### config.mk
export PLATFORM = sky130hd
export DESIGN_NAME = dbus_master
export DESIGN_NICKNAME = d
export VERILOG_FILES = /design/src/rtl/dbus_master.sv
export SDC_FILE = /design/constraint.sdc
export NUM_CORES = 1
export LEC_CHECK = 0
export ABC_CLOCK_PERIOD_IN_PS = 4000
export CAP_MARGIN = 0
export CORE_AREA = 10 10 126 128
export CTS_CLUSTER_DIAMETER = 40
export DETAILED_ROUTE_END_ITERATION = 10
export DIE_AREA = 0 0 136 138
export GPL_ROUTABILITY_DRIVEN = 0
export PLACE_DENSITY_LB_ADDON = 0.08
export SETUP_SLACK_MARGIN = 0.1
export SLEW_MARGIN = 20
export SYNTH_ARGS = -nofsm -noshare
export SYNTH_HDL_FRONTEND = slang
export SYNTH_SLANG_ARGS = --single-unit
### constraint.sdc
create_clock -name clk -period 4 [get_ports clk]
set_input_delay 0.8 -clock clk [delete_from_list [all_inputs] [get_ports clk]]
set_output_delay 0.8 -clock clk [all_outputs]
set_load 0.01 [all_outputs]
### src/rtl/dbus_master.sv
// rtl/dbus_master.sv - single-outstanding load/store data-bus master
//
// Purpose:
//   Accepts one load/store request at a time and turns it into a data-bus
//   cycle (cyc/w_en/sel_byte/addr/w_data). It waits for the peripheral ack
//   and returns a one-cycle response with aligned and extended load data.
//   Misaligned or illegal-size accesses get an error response and never
//   start a bus cycle.
//
// Build option:
//   DBUS_TIMEOUT_EN - when defined, a BUS phase that lasts TIMEOUT_CYCLES
//                     cycles without ack is aborted with an error response.
//
// Ports:
//   clk, rst        - rising-edge clock, asynchronous active-high reset
//   req_*_i         - request valid/we/size/unsigned/addr/wdata
//   req_ready_o     - high while idle (request can be accepted)
//   rsp_valid_o     - one-cycle completion pulse
//   rsp_rdata_o     - extended load data (0 for stores and errors)
//   rsp_err_o       - misaligned/illegal access or timeout
//   dbus2peri_o     - bus request to peripherals/memory
//   peri2dbus_i     - ack and read data from the selected peripheral

package dbus_pkg;
  localparam int XLEN = 32;

  typedef struct packed {
    logic            cyc;
    logic            w_en;
    logic [3:0]      sel_byte;
    logic [XLEN-1:0] addr;
    logic [XLEN-1:0] w_data;
  } type_dbus2peri_s;

  typedef struct packed {
    logic            ack;
    logic [XLEN-1:0] r_data;
  } type_peri2dbus_s;
endpackage

module dbus_master
  import dbus_pkg::*;
#(
  parameter int TIMEOUT_CYCLES = 64
) (
  input  logic            clk,
  input  logic            rst,
  input  logic            req_i,
  input  logic            req_we_i,
  input  logic [1:0]      req_size_i,
  input  logic            req_unsigned_i,
  input  logic [XLEN-1:0] req_addr_i,
  input  logic [XLEN-1:0] req_wdata_i,
  output logic            req_ready_o,
  output logic            rsp_valid_o,
  output logic [XLEN-1:0] rsp_rdata_o,
  output logic            rsp_err_o,
  output type_dbus2peri_s dbus2peri_o,
  input  type_peri2dbus_s peri2dbus_i
);

  if (TIMEOUT_CYCLES < 1) begin : g_tmo_check
    $error("TIMEOUT_CYCLES must be at least 1");
  end

  typedef enum logic [1:0] {
    S_IDLE = 2'd0,
    S_BUS  = 2'd1,
    S_RESP = 2'd2
  } state_e;

  state_e          state_q;
  type_dbus2peri_s bus_q;
  logic            we_q;
  logic [1:0]      size_q;
  logic            unsigned_q;
  logic [1:0]      addr_lo_q;
  logic            rsp_valid_q;
  logic            rsp_err_q;
  logic [XLEN-1:0] rsp_rdata_q;

`ifdef DBUS_TIMEOUT_EN
  localparam int TMO_W = (TIMEOUT_CYCLES > 1) ? $clog2(TIMEOUT_CYCLES) : 1;
  logic [TMO_W-1:0] tmo_q;
`endif

  // Request decode, evaluated on the incoming request in IDLE
  logic [3:0]      sel_d;
  logic [XLEN-1:0] wdata_d;
  logic            illegal_d;

  always_comb begin
    sel_d   = 4'b1111;
    wdata_d = req_wdata_i;
    unique case (req_size_i)
      2'b00: begin
        sel_d   = 4'b0001 << req_addr_i[1:0];
        wdata_d = {4{req_wdata_i[7:0]}};
      end
      2'b01: begin
        sel_d   = 4'b0011 << {req_addr_i[1], 1'b0};
        wdata_d = {2{req_wdata_i[15:0]}};
      end
      default: begin
        sel_d   = 4'b1111;
        wdata_d = req_wdata_i;
      end
    endcase
    illegal_d = (req_size_i == 2'b11) ||
                ((req_size_i == 2'b01) && req_addr_i[0]) ||
                ((req_size_i == 2'b10) && (req_addr_i[1:0] != 2'b00));
  end

  // Load data: bring the addressed lane down to bit 0, then extend
  logic [XLEN-1:0] shifted;
  logic [XLEN-1:0] load_data_d;

  always_comb begin
    shifted     = peri2dbus_i.r_data >> {addr_lo_q, 3'b000};
    load_data_d = shifted;
    unique case (size_q)
      2'b00: load_data_d = unsigned_q ? {{(XLEN-8){1'b0}}, shifted[7:0]}
                                      : {{(XLEN-8){shifted[7]}}, shifted[7:0]};
      2'b01: load_data_d = unsigned_q ? {{(XLEN-16){1'b0}}, shifted[15:0]}
                                      : {{(XLEN-16){shifted[15]}}, shifted[15:0]};
      default: load_data_d = shifted;
    endcase
  end

  always_ff @(posedge clk or posedge rst) begin
    if (rst) begin
      state_q     <= S_IDLE;
      bus_q       <= '0;
      we_q        <= 1'b0;
      size_q      <= 2'b00;
      unsigned_q  <= 1'b0;
      addr_lo_q   <= 2'b00;
      rsp_valid_q <= 1'b0;
      rsp_err_q   <= 1'b0;
      rsp_rdata_q <= '0;
`ifdef DBUS_TIMEOUT_EN
      tmo_q       <= '0;
`endif
    end else begin
      rsp_valid_q <= 1'b0;
      unique case (state_q)
        S_IDLE: begin
          if (req_i) begin
            we_q       <= req_we_i;
            size_q     <= req_size_i;
            unsigned_q <= req_unsigned_i;
            addr_lo_q  <= req_addr_i[1:0];
            if (illegal_d) begin
              // Error response straight away; the bus is never touched
              state_q     <= S_RESP;
              rsp_valid_q <= 1'b1;
              rsp_err_q   <= 1'b1;
              rsp_rdata_q <= '0;
            end else begin
              state_q        <= S_BUS;
              bus_q.cyc      <= 1'b1;
              bus_q.w_en     <= req_we_i;
              bus_q.sel_byte <= sel_d;
              bus_q.addr     <= {req_addr_i[XLEN-1:2], 2'b00};
              bus_q.w_data   <= wdata_d;
`ifdef DBUS_TIMEOUT_EN
              tmo_q          <= '0;
`endif
            end
          end
        end

        S_BUS: begin
          if (peri2dbus_i.ack) begin
            // Bus fields cleared here so cyc drops on the ack edge
            state_q     <= S_RESP;
            bus_q       <= '0;
            rsp_valid_q <= 1'b1;
            rsp_err_q   <= 1'b0;
            rsp_rdata_q <= we_q ? '0 : load_data_d;
          end
`ifdef DBUS_TIMEOUT_EN
          else if (tmo_q == TMO_W'(TIMEOUT_CYCLES - 1)) begin
            // Last allowed BUS cycle passed without ack
            state_q     <= S_RESP;
            bus_q       <= '0;
            rsp_valid_q <= 1'b1;
            rsp_err_q   <= 1'b1;
            rsp_rdata_q <= '0;
          end else begin
            tmo_q <= tmo_q + TMO_W'(1);
          end
`endif
        end

        S_RESP: begin
          state_q     <= S_IDLE;
          rsp_err_q   <= 1'b0;
          rsp_rdata_q <= '0;
        end

        default: begin
          state_q <= S_IDLE;
          bus_q   <= '0;
        end
      endcase
    end
  end

  assign req_ready_o = (state_q == S_IDLE);
  assign rsp_valid_o = rsp_valid_q;
  assign rsp_err_o   = rsp_err_q;
  assign rsp_rdata_o = rsp_rdata_q;
  assign dbus2peri_o = bus_q;

endmodule

# After elaboration in Yosys (flattened, before gate mapping)
# Cells that the tools add are included.
[totals] elab_cells=66 register_bits=112 in_bits=104
[classes] n_reduce_logical=13 bitwise=1 mux=26 n_shift=3 eq_ne=10
[op_table] operator="two-way mux 70 bit" count=3
[op_table] operator="one-hot mux 70 bit (3 select lines)" count=1
[op_table] operator="two-way mux 32 bit" count=6
[op_table] operator="one-hot mux 32 bit (2 select lines)" count=2
[op_table] operator="one-hot mux 32 bit (3 select lines)" count=1
[op_table] operator="right shift 32 x 5 -> 32 bit" count=1
[op_table] operator="one-hot mux 4 bit (2 select lines)" count=1
[op_table] operator="AND reduction 4 bit" count=2
[op_table] operator="== test 2 x 1 -> 1 bit, second input constant" count=3
[op_table] operator="== test 2 bit, second input constant" count=3
[op_table] operator="logical NOT 2 bit" count=3
[op_table] operator="two-way mux 1 bit" count=6
[op_table] operator="two-way mux 2 bit" count=3
[op_table] operator="inequality test 2 bit, second input constant" count=3
[op_table] operator="one-hot mux 2 bit (2 select lines)" count=1
[op_table] operator="AND reduction 2 bit" count=2
[op_table] operator="<< shifter 1 x 2 -> 4 bit, first input constant" count=1
[op_table] operator="<< shifter 2 x 2 -> 4 bit, first input constant" count=1
[op_table] operator="one-hot mux 1 bit (3 select lines)" count=1
[op_table] operator="nonzero test 3 bit" count=1
[op_table] operator="logical AND 1 bit" count=2
[op_table] operator="logical OR 1 bit" count=2
[op_table] operator="inequality test 2 x 1 -> 1 bit, second input constant" count=1
[op_table] operator="one-hot mux 1 bit (2 select lines)" count=1
[op_table] operator="other kinds (2)" count=2

# Logic depth before layout (Yosys ltp)
[depth] word_depth=7 ltp_mapped=9 depth_no_buf=6

# Least setup slack after synthesis
# Ideal clock, no wire load.
[synth_timing] kind="in2reg" from="in req_size_i[0]" to="reg bus_q, in the netlist dbus2peri_o[10]" slack_ps=1838 stages=7 arrival_time_ps=2030 required_ps=3868 path_cell_list="buf_2 nor3_1 o21ai_1 a211o_1 buf_2 buf_2 o2bb2ai_1"
[synth_via] elab_chain_len=6 word_cells_on_any_way=14 classes_between="4 x eq/ne; 4 x mux; 6 x reduce/logical"
[synth_rtl] item="from (decl)" line_no="50" rtl="input logic [1:0] req_size_i,"
[synth_rtl] item="parallel branches: the longest is 6 deep, another holds two-way mux 70 bit"
[synth_rtl] item="to (decl)" line_no="73" rtl="type_dbus2peri_s bus_q;"
# Parallel ways; which one is timed is not known. The select of a mux whose other input is x is not followed.
# A chain may end at the register's enable or synchronous reset.

# Worst setup path after layout
[layout_timing] from="in req_size_i[0]" to="reg bus_q, in the netlist dbus2peri_o[60]"
[layout_via] elab_chain_len=6 word_cells_on_any_way=9 classes_between="4 x eq/ne; 5 x reduce/logical"
[layout_rtl] item="== test 2 x 1 -> 1 bit" line_no="110" rtl="((req_size_i == 2'b01) && req_addr_i[0]) ||"
[layout_rtl] item="logical AND 1 bit" line_no="110"
[layout_rtl] item="logical OR 1 bit" line_no="109" rtl="illegal_d = (req_size_i == 2'b11) ||"
[layout_rtl] item="logical OR 1 bit *" line_no="110"
[layout_rtl] item="inequality test 2 bit (no source line) *"
[layout_rtl] item="AND reduction 4 bit (no source line) *"
# Mark *: on every way between the ends. The rest lies on a longest branch, timed or not.

==> key figures <==
Status
  – Outcome: completed

Critical path
  – Worst R2R Start: state_q[0]$_DFFE_PP0P_
  – CP Launch Point: req_size_i[0]
  – Crit path kind: in2reg
  – Crit. End Element: flip-flop
  – CP startpoint kind: input port
  – Crit-path max FO: 48
  – CP required: 4.28 ns
  – WP data arrival: 3.23 ns

Drt
  – Iteration-0 DRC Markers: 213
  – WL per Instance: 20.4 µm
  – WL final: 16.5 mm
  – Remaining DRCs: 0
  – 1st-pass router iterations: 4
  – Vias: 4345
  – Post-DRT Antenna Nets: 0
  – Vias/cell: 5.36

Layout
  – Layout cells sized above 1: 5.87%
  – Multi-input gate area: 2240 µm²
  – Net count, final: 733
  – Final core occ: 56.7%
  – FF/Latch Area: 2750 µm²
  – Area Overhead vs Synth: 46.7%
  – Filler Cells Inserted: 1190
  – Antenna cell count: 0

Global routing
  – Initial antenna violation count: 0
  – Global-route wire length before repair: 26.2 mm
  – Vias in the first global route: 4697
  – Total Routing Usage GR: 17.2%
  – Pin count of the biggest net entering global routing: 71
  – Gr ovfl total: 0

Synth
  – Synthesized area: 5220 µm²
  – Synthesized flop and latch total: 110
  – Synth Warn #: 0
  – Mapped Avg Cell Area: 11.8 µm²
  – Syn Inst Count: 441
  – Post-synth cell types: 41
  – Post-synthesis sequential area ratio: 52.7%

Timing
  – Setup TNS: 0 ns
  – Final Skew: 0.00862 ns
  – Max-slew violations: 0
  – Worst relative slew slack: 36.4%
  – Final setup margin: 1.05 ns
  – Hold Vio Cnt, Final: 0
  – Final period util: 73.7%
  – Endpoints failing setup: 0
  – Min cycle time layout: 2.95 ns
  – Fmax: 339 MHz
  – RSZ-0062 raised after global routing: no
  – Least-Margin Pin Slew: 0.954 ns

Clock network
  – Root Buffer: clkbuf_16
  – H-tree Lvls: 3
  – Clk pin slew, worst setup/hold paths: 0.07 ns
  – Setup bufs post-CTS: 0
  – TritonCTS clock tree: built
  – CTS Buffer Depth: 2
  – Num CTS Buffers: 9
  – Hold-fix buffers, CTS: 0
  – Clk_lat worst skew: 0.35 ns
  – Clk sinks: 110
  – Post-CTS Resized: 0

Worst hold path
  – Hold Crit Class: reg2reg
  – Hold Startpoint: rsp_rdata_o[0]$_DFFE_PP0P_

Floorplanning
  – DIE WIDTH: 136 µm
  – I/O pin total: 209
  – Core Rows: 43
  – Die Area: 18800 µm²
  – Initial core utilization: 38.7%
  – Core area: 13500 µm²
  – Die Ht: 138 µm

Pwr
  – Leakage: 0.00329 µW
  – Power Density: 614 nW/µm²
  – VDD IR-drop max: 295 µV

Placement
  – Port Buffers: 206
  – Dpl hpwl: 12.2 mm
  – Dpl ws: 0.663 ns

Run
  – Max cap viols: 0
## cells in the mapped netlist, drive strengths merged
library cell  instances  area share [%]
or3                   1            0.12
o21ba                 1            0.19
buf                  28             3.4
or3b                  1            0.17
inv                   5            0.36
mux2i                41             7.9
a32o                  7             1.3
o31ai                 8             1.7
dfrtp               110              53
nand3                 8            0.77
and2                  2            0.24
and4                  1            0.17
clkbuf               13            0.93
or4b                  1            0.19
a211o                 8             1.3
o22ai                 1            0.12
nand2                21             1.5
nand2b                5            0.74
nor3                  2            0.19
mux4                  1            0.43
a22o                 57             9.6
a21oi                 5            0.48
ha                    4            0.96
or4                   1            0.14
nor2b                 9             1.1
a21boi                9             1.3
a21o                  2            0.29
o21ai                38             3.6
a2bb2oi               8             1.3
conb                  1           0.072
o2111a                1            0.24
nor2                  7            0.50
nand3b                1            0.14
mux2                  5             1.1
o2bb2ai              28             4.7
## path summary, 6_finish.rpt
kind	cells past startpoint	endpoint	slack, ns
min in group asynchronous	2	dbus2peri_o[52]$_DFFE_PP0P_	0.99
worst min-delay path	1	rsp_rdata_o[0]$_DFFE_PP0P_	0.49
worst max register to register	6	dbus2peri_o[60]$_DFFE_PP0P_	1.44
max in group asynchronous	3	dbus2peri_o[8]$_DFFE_PP0P_	2.29
worst min register to register	1	rsp_rdata_o[0]$_DFFE_PP0P_	0.49
worst max-delay path	6	dbus2peri_o[60]$_DFFE_PP0P_	1.05
## cells by family (layout without fill, tap and decap cells)
family                   after synthesis  after routing  share of synthesized area, %
AO/OA/AOI/OAI                        173            173                          26.2
adder cells (fa/ha/maj)                4              4                         0.959
buffers and inverters                 46            234                          4.70
flip-flops                           110            110                          52.7
multiplexers                          47             47                          9.37
other                                  1              2                        0.0718
AND/OR/NAND/NOR                       60             60                          5.97
## routing by layer
metal	share of wire, %	wire (µm)	track usage, %	up-vias
met3	9.8	1620	6.52	16
met5	0	0	0	-
met4	1.3	218	5.22	0
li1	-	-	-	2030
met1	41	6850	20.9	2153
met2	47	7830	27.5	146
## where the power goes
part / internal [µW] / switching, µW
clock: 463 / 421
sequential: 1430 / 241
combinational: 1070 / 1070
total: 2960 / 1740
## cell usage in the layout (no fill, tap or decap), types with 9 or more instances in the layout
master / n
dfrtp_1: 110
o21ai_0: 37
a22o_1: 57
clkbuf_16: 9
nor2b_1: 9
mux2i_1: 41
clkdlybuf4s50_1: 206
o2bb2ai_1: 28
nand2_1: 21
## worst max-delay path: stages
cell,delay [ns]
clkdlybuf4s50_1,0.61
buf_4,0.29
or3_1,0.37
nand2_1,0.10
and2_2,0.78
a22o_1,0.24
## sequential cells by signal, indices dropped and copies added (netlist names), 2 cells and up
signal	cells
dbus2peri_o	68
addr_lo_q	2
state_q	2
rsp_rdata_o	32
size_q	2
## final cells by class
type                    instances  share of cell area (%)
multi-input cells             286                    29.2
inverters                       5                   0.278
clock buffers                  11                    3.30
repair buffers                213                    27.8
flip-flops and latches        110                    35.9
clock inverters                 5                   0.539
well taps                     180                    2.94
## metrics by stage
stage,std cells,power (µW),hold slack [ns],cell area (µm²)
after CTS,810,4750,0.498,7660
after detailed placement,794,3850,0.473,7360
after floorplan,442,2900,0.480,5230
after global routing,810,4990,0.512,7660
after global placement,794,3820,0.463,7360
final,810,4700,0.492,7660
No activity file was read; power rests on OpenSTA's default activity.
